`src/rtl/apb_requester.sv`:
```
// apb_requester: APB4 requester fed by a valid/ready command port.
//
// Commands are queued in a CMD_DEPTH-entry FIFO and issued one at a time as
// APB SETUP/ACCESS transfers. Each command returns exactly one response
// through a single registered response slot. Misaligned commands complete
// with an error and no bus transfer. An ACCESS phase that waits
// TIMEOUT_CYCLES cycles without pready is aborted with a timeout error.
// TIMEOUT_CYCLES = 0 disables the timeout.
//
// Ports
//   pclk, preset        clock (rising edge), async active-high reset
//   cmd_valid/ready     command handshake; cmd_ready = FIFO not full
//   cmd_write/addr/wdata/strb/prot   command fields
//   rsp_valid/ready     response handshake; rsp_valid is held until rsp_ready
//   rsp_rdata/err/timeout            response fields
//   psel, penable, pwrite, paddr, pwdata, pstrb, pprot   APB requester outputs
//   pready, pslverr, prdata                               APB completer inputs
module apb_requester #(
  parameter int ADDR_WIDTH     = 32,
  parameter int DATA_WIDTH     = 32,
  parameter int CMD_DEPTH      = 4,
  parameter int TIMEOUT_CYCLES = 16
) (
  input  logic                    pclk,
  input  logic                    preset,
  input  logic                    cmd_valid,
  output logic                    cmd_ready,
  input  logic                    cmd_write,
  input  logic [ADDR_WIDTH-1:0]   cmd_addr,
  input  logic [DATA_WIDTH-1:0]   cmd_wdata,
  input  logic [DATA_WIDTH/8-1:0] cmd_strb,
  input  logic [2:0]              cmd_prot,
  output logic                    rsp_valid,
  input  logic                    rsp_ready,
  output logic [DATA_WIDTH-1:0]   rsp_rdata,
  output logic                    rsp_err,
  output logic                    rsp_timeout,
  output logic                    psel,
  output logic                    penable,
  output logic                    pwrite,
  output logic [ADDR_WIDTH-1:0]   paddr,
  output logic [DATA_WIDTH-1:0]   pwdata,
  output logic [DATA_WIDTH/8-1:0] pstrb,
  output logic [2:0]              pprot,
  input  logic                    pready,
  input  logic                    pslverr,
  input  logic [DATA_WIDTH-1:0]   prdata
);

  localparam int STRB_WIDTH = DATA_WIDTH / 8;
  localparam int PTR_W      = $clog2(CMD_DEPTH);
  localparam int CNT_W      = PTR_W + 1;
  localparam int TMR_W      = (TIMEOUT_CYCLES > 0) ? $clog2(TIMEOUT_CYCLES + 1) : 1;
  localparam int ENTRY_W    = 1 + ADDR_WIDTH + DATA_WIDTH + STRB_WIDTH + 3;
  // Low address bits that must be zero for a full-width access.
  localparam logic [ADDR_WIDTH-1:0] ALIGN_MASK = ADDR_WIDTH'(STRB_WIDTH - 1);

  typedef enum logic [1:0] {IDLE, SETUP, ACCESS} state_t;

  function automatic logic is_misaligned(input logic [ADDR_WIDTH-1:0] addr);
    return |(addr & ALIGN_MASK);
  endfunction

  state_t                  state, next_state;
  logic                    running;
  logic [ENTRY_W-1:0]      fifo_mem [CMD_DEPTH];
  logic [PTR_W-1:0]        wr_ptr, rd_ptr;
  logic [CNT_W-1:0]        count;
  logic                    full, empty, push, pop;
  logic [TMR_W-1:0]        timer;
  logic                    timer_clr, timer_inc, timer_hit;
  logic                    apb_load;
  logic                    rsp_load;
  logic [DATA_WIDTH-1:0]   rsp_rdata_nxt;
  logic                    rsp_err_nxt, rsp_tmo_nxt;

  logic                    head_write;
  logic [ADDR_WIDTH-1:0]   head_addr;
  logic [DATA_WIDTH-1:0]   head_wdata;
  logic [STRB_WIDTH-1:0]   head_strb;
  logic [2:0]              head_prot;

  // Command FIFO
  // cmd_ready is held low during reset and for the first edge after release,
  // so every output is 0 while preset is asserted.
  assign full      = (count == CNT_W'(CMD_DEPTH));
  assign empty     = (count == '0);
  assign cmd_ready = running && !full;
  assign push      = cmd_valid && cmd_ready;
  assign {head_write, head_addr, head_wdata, head_strb, head_prot} = fifo_mem[rd_ptr];

  always_ff @(posedge pclk) begin
    if (push) fifo_mem[wr_ptr] <= {cmd_write, cmd_addr, cmd_wdata, cmd_strb, cmd_prot};
  end

  always_ff @(posedge pclk or posedge preset) begin
    if (preset) begin
      running <= 1'b0;
      wr_ptr  <= '0;
      rd_ptr  <= '0;
      count   <= '0;
    end else begin
      running <= 1'b1;
      if (push) wr_ptr <= wr_ptr + PTR_W'(1);
      if (pop)  rd_ptr <= rd_ptr + PTR_W'(1);
      case ({push, pop})
        2'b10:   count <= count + CNT_W'(1);
        2'b01:   count <= count - CNT_W'(1);
        default: count <= count;
      endcase
    end
  end

  // Transfer FSM
  // psel/penable decode straight from the state register, so an async reset
  // drops them in the same cycle.
  assign psel      = (state != IDLE);
  assign penable   = (state == ACCESS);
  assign timer_hit = ((timer + TMR_W'(1)) == TMR_W'(TIMEOUT_CYCLES));

  always_ff @(posedge pclk or posedge preset) begin
    if (preset) state <= IDLE;
    else        state <= next_state;
  end

  always_comb begin
    next_state    = state;
    pop           = 1'b0;
    apb_load      = 1'b0;
    timer_clr     = 1'b0;
    timer_inc     = 1'b0;
    rsp_load      = 1'b0;
    rsp_rdata_nxt = '0;
    rsp_err_nxt   = 1'b0;
    rsp_tmo_nxt   = 1'b0;
    case (state)
      IDLE: begin
        // A pending response blocks the next command so it is never overwritten.
        if (!empty && !rsp_valid) begin
          if (is_misaligned(head_addr)) begin
            rsp_load    = 1'b1;
            rsp_err_nxt = 1'b1;
            pop         = 1'b1;
          end else begin
            apb_load   = 1'b1;
            timer_clr  = 1'b1;
            next_state = SETUP;
          end
        end
      end
      SETUP: next_state = ACCESS;
      ACCESS: begin
        if (pready) begin
          rsp_load      = 1'b1;
          rsp_err_nxt   = pslverr;
          rsp_rdata_nxt = (pwrite || pslverr) ? '0 : prdata;
          pop           = 1'b1;
          next_state    = IDLE;
        end else if ((TIMEOUT_CYCLES != 0) && timer_hit) begin
          // This is the TIMEOUT_CYCLES-th wait cycle: abort the transfer.
          rsp_load    = 1'b1;
          rsp_err_nxt = 1'b1;
          rsp_tmo_nxt = 1'b1;
          pop         = 1'b1;
          next_state  = IDLE;
        end else begin
          timer_inc = 1'b1;
        end
      end
      default: next_state = IDLE;
    endcase
  end

  always_ff @(posedge pclk or posedge preset) begin
    if (preset)         timer <= '0;
    else if (timer_clr) timer <= '0;
    else if (timer_inc) timer <= timer + TMR_W'(1);
  end

  // APB address/data registers, loaded on entry to SETUP and held through ACCESS
  always_ff @(posedge pclk or posedge preset) begin
    if (preset) begin
      pwrite <= 1'b0;
      paddr  <= '0;
      pwdata <= '0;
      pstrb  <= '0;
      pprot  <= '0;
    end else if (apb_load) begin
      pwrite <= head_write;
      paddr  <= head_addr;
      pwdata <= head_write ? head_wdata : '0;
      pstrb  <= head_write ? head_strb : '0;
      pprot  <= head_prot;
    end
  end

  // Response slot
  always_ff @(posedge pclk or posedge preset) begin
    if (preset) begin
      rsp_valid   <= 1'b0;
      rsp_rdata   <= '0;
      rsp_err     <= 1'b0;
      rsp_timeout <= 1'b0;
    end else if (rsp_load) begin
      rsp_valid   <= 1'b1;
      rsp_rdata   <= rsp_rdata_nxt;
      rsp_err     <= rsp_err_nxt;
      rsp_timeout <= rsp_tmo_nxt;
    end else if (rsp_ready) begin
      rsp_valid <= 1'b0;
    end
  end

endmodule

```
`config.mk`:
```
export PLATFORM = sky130hd
export DESIGN_NAME = apb_requester
export DESIGN_NICKNAME = d
export VERILOG_FILES = /design/src/rtl/apb_requester.sv
export SDC_FILE = /design/constraint.sdc
export NUM_CORES = 1
export LEC_CHECK = 0
export BUFFER_PORTS_ARGS = -buffer_cell sky130_fd_sc_hd__buf_4
export CAP_MARGIN = 20
export CORE_MARGIN = 4
export CORE_UTILIZATION = 30
export CTS_CLUSTER_DIAMETER = 50
export DETAILED_ROUTE_END_ITERATION = 6
export RECOVER_POWER = 25
export SETUP_SLACK_MARGIN = 0.3
export SLEW_MARGIN = 5
export SYNTH_ARGS = -nofsm -noshare
export SYNTH_HDL_FRONTEND = slang
export SYNTH_SLANG_ARGS = --single-unit
```
`constraint.sdc`:
```
create_clock -name pclk -period 5.6 [get_ports pclk]
set_input_delay 0.28 -clock pclk [delete_from_list [all_inputs] [get_ports pclk]]
set_output_delay 0.28 -clock pclk [all_outputs]
set_load 0.005 [all_outputs]
```
==> results.py <==
metrics = {
    "logic_synthesis": {
        "syn_inst": 781,
        "synth_area_um2": 15200,
        "synthTopCellsByCount": "edfxtp_1 (288), dfrtp_1 (122), nand2_1 (79)",
        "yosysTopAreaCell": "edfxtp_1",
        "ys_dominant_reg_cell": "edfxtp_1",
        "synth_seq_cells": 410,
        "yosys_warnings": 0,
        "synth_edf_count": 288,
        "yosysMostFrequentCell": "edfxtp_1",
        "syn_avg_cell_area_um2": 19.47,
        "synth_nets": 899,
        "synthArstFlopShare": 0.2976,
        "yosys.area.top_type_share": 0.5688,
        "yosysSeqAreaShare": 0.7696,
        "synth_area_leaders": "edfxtp_1 (57%), dfrtp_1 (20%), mux4_2 (11%), mux2_2 (2.6%), nand2_1 (2.0%)",
        "yosys.cell_types.count": 41,
    },
    "critical_path": {
        "critPathKind": "flop to flop",
        "crit_required_ns": 6.10,
        "critPathLaunchType": "flop",
        "endpoint_kind": "flop",
        "cp.arrival_ns": 3.65,
        "critical_path.max_fanout": 35,
    },
    "power_and_ir_drop": {
        "leakagePower_nw": 7.577,
        "vdd_ir_drop_max_v": 0.0002693,
        "powerDensity_nw_per_um2": 492.8,
    },
    "route": {
        "routed-via-count": 8234,
        "drc": 0,
        "routed_wirelength_mm": 34.84,
        "wl_per_cell_um": 18.84,
        "routed_via_density": 4.453,
        "drtAntennaViolNets": 0,
        "first_iter_violations": 472,
        "dr.pass1.iters": 5,
    },
    "floorplanning": {
        "start_util": 0.3031,
        "rows": 82,
        "die_height_um": 233.1,
        "num_io_pins": 220,
        "die_x_um": 233.1,
        "dieArea_um2": 54350,
        "core_area_um2": 50170,
    },
    "finish": {
        "nets": 1251,
        "regArea_um2": 11710,
        "multi_input_area_um2": 3272,
        "fillers": 4546,
        "syn_to_final_growth_pct": 32.29,
        "drive_gt1_frac": 0.3160,
    },
    "placed_design": {
        "gp_routability_congestion": 0.7103,
        "pre_cts_slack_ns": 2.382,
        "numPortBuffers": 219,
        "hpwl_mm": 20.12,
    },
    "timing": {
        "worst_pin_slew_ns": 1.028,
        "timing.setup.tns_ns": 0,
        "rsz0062_at_grt": "false",
        "period_share": 0.5639,
        "worst_slack_ns": 2.442,
        "relSlewSlack": 0.3149,
        "hold_viol_final": 0,
        "clock_skew_ns": 0.02199,
        "slew_violations": 0,
        "period_needed_ns": 3.158,
        "fmax_ghz": 0.3167,
        "final-setup-viol-count": 0,
    },
    "worst_hold_path": {
        "hold_path_class": "input port to flop",
    },
    "global_routing": {
        "grt_pass1_wl_mm": 53.39,
        "grt_antenna_before_repair": 5,
        "grt_pass1_vias": 8988,
        "grt_usage": 0.1282,
        "grt_max_degree": 89,
        "grt.overflow.total": 0,
    },
    "run_status": {
        "outcome": "finished clean",
    },
    "clock_tree": {
        "cts_resized": 0,
        "post_cts_buffers": 0,
        "cts-root-buf": "clkbuf_16",
        "ctsHoldBuffers": 107,
        "clock_latency_ns": 0.58,
        "cts_buffer_depth": 3,
        "clkTransAtPathRegs_ns": 0.06,
        "cts_buffers": 51,
        "cts_tree": "done",
        "clkSinkCount": 410,
        "htree_levels": 2,
    },
    "job": {
        "cap_violations": 0,
    },
}
## critical path, stage by stage, from the launching register on
cell and delay, ns:
dfrtp_4 0.80, mux4_2 0.64, nor2b_1 0.21, nor2_2 0.06
buf_4 0.25, inv_1 0.10, ha_1 0.18, inv_1 0.06
fa_1 0.38, xor2_1 0.15, nor2_1 0.11, xor2_1 0.14
## layout by cell type, fill, tap and decap left out, types with 35 or more instances in the layout
cell,netlist,layout
mux2_2,35,35
dlygate4sd3_1,0,107
clkbuf_1,17,68
dfrtp_1,122,120
nand2_1,79,78
edfxtp_1,288,288
buf_4,5,173
mux4_2,71,71
o21ai_0,42,42
clkbuf_16,0,52
## metal layers
metal  global-route usage  share of wire  up-vias
met2               0.2111           0.48      233
li1                     -              -     3753
met1               0.1669           0.43     4191
met4              0.03661          0.019        4
met5                    0        0.00069        -
met3              0.03549          0.071       53
## power breakdown
| group | switching (mW) | total, mW | internal, mW |
|---|---|---|---|
| registers | 0.368 | 4.22 | 3.85 |
| clock network | 1.28 | 3.14 | 1.86 |
| logic | 1.22 | 2.55 | 1.33 |
| total | 2.87 | 9.91 | 7.05 |
## state kept, by name, summed over array words and instances (netlist names)
name         flops
rsp_timeout      1
state            2
rsp_valid        1
running          1
pprot            3
pwdata          32
paddr           32
rsp_rdata       32
rsp_err          1
pstrb            4
rd_ptr           2
pwrite           1
fifo_mem       288
wr_ptr           2
count            3
timer            5
## worst paths after layout
kind	slack, ns	depth (start not counted)	to	from
max reg2reg	2.44	11	count[2]	rd_ptr[0]
max in group asynchronous	3.97	4	rd_ptr[0]	preset
min reg2reg	0.48	2	pwdata[16]	pwdata[16]
min in group asynchronous	0.46	3	rsp_rdata[5]	preset
min	0.09	3	rsp_timeout	pready
max	2.44	11	count[2]	rd_ptr[0]
## logic make-up (layout without fill, tap and decap cells)
group,count (synthesis),count (layout),share of synthesized area
compound gates,84,84,0.03794
xor+xnor,9,9,0.005184
fa+ha+maj,8,8,0.007077
buf+inv,54,447,0.01736
flops,410,410,0.7696
mux,107,107,0.1317
other cells,1,4,0.0002466
simple gates,108,108,0.03086
## final cells by class
| type | instances | share of cell area |
|---|---|---|
| well taps | 672 | 0.04180 |
| inverters | 15 | 0.003048 |
| clock buffers | 65 | 0.06861 |
| repair buffers | 338 | 0.1286 |
| diodes | 3 | 0.0003732 |
| multi-input cells | 317 | 0.1627 |
| flip-flops and latches | 410 | 0.5821 |
| clock inverters | 29 | 0.01275 |
## per-stage QoR
stage | power, mW | utilization | instance area (um^2) | instances | hold WS (ns)
finish | 9.911 | 0.4009 | 20110 | 1849 | 0.08965
global route | 10.50 | 0.4009 | 20110 | 1848 | 0.09424
CTS | 10.13 | 0.4051 | 20320 | 1846 | 0.04645
detailed placement | 6.872 | 0.3511 | 17620 | 1645 | 0.4657
global placement | 6.820 | 0.3511 | 17620 | 1645 | 0.4615
floorplan | 5.731 | - | 15200 | 781 | 0.3764
(Power assumes the default switching activity.)
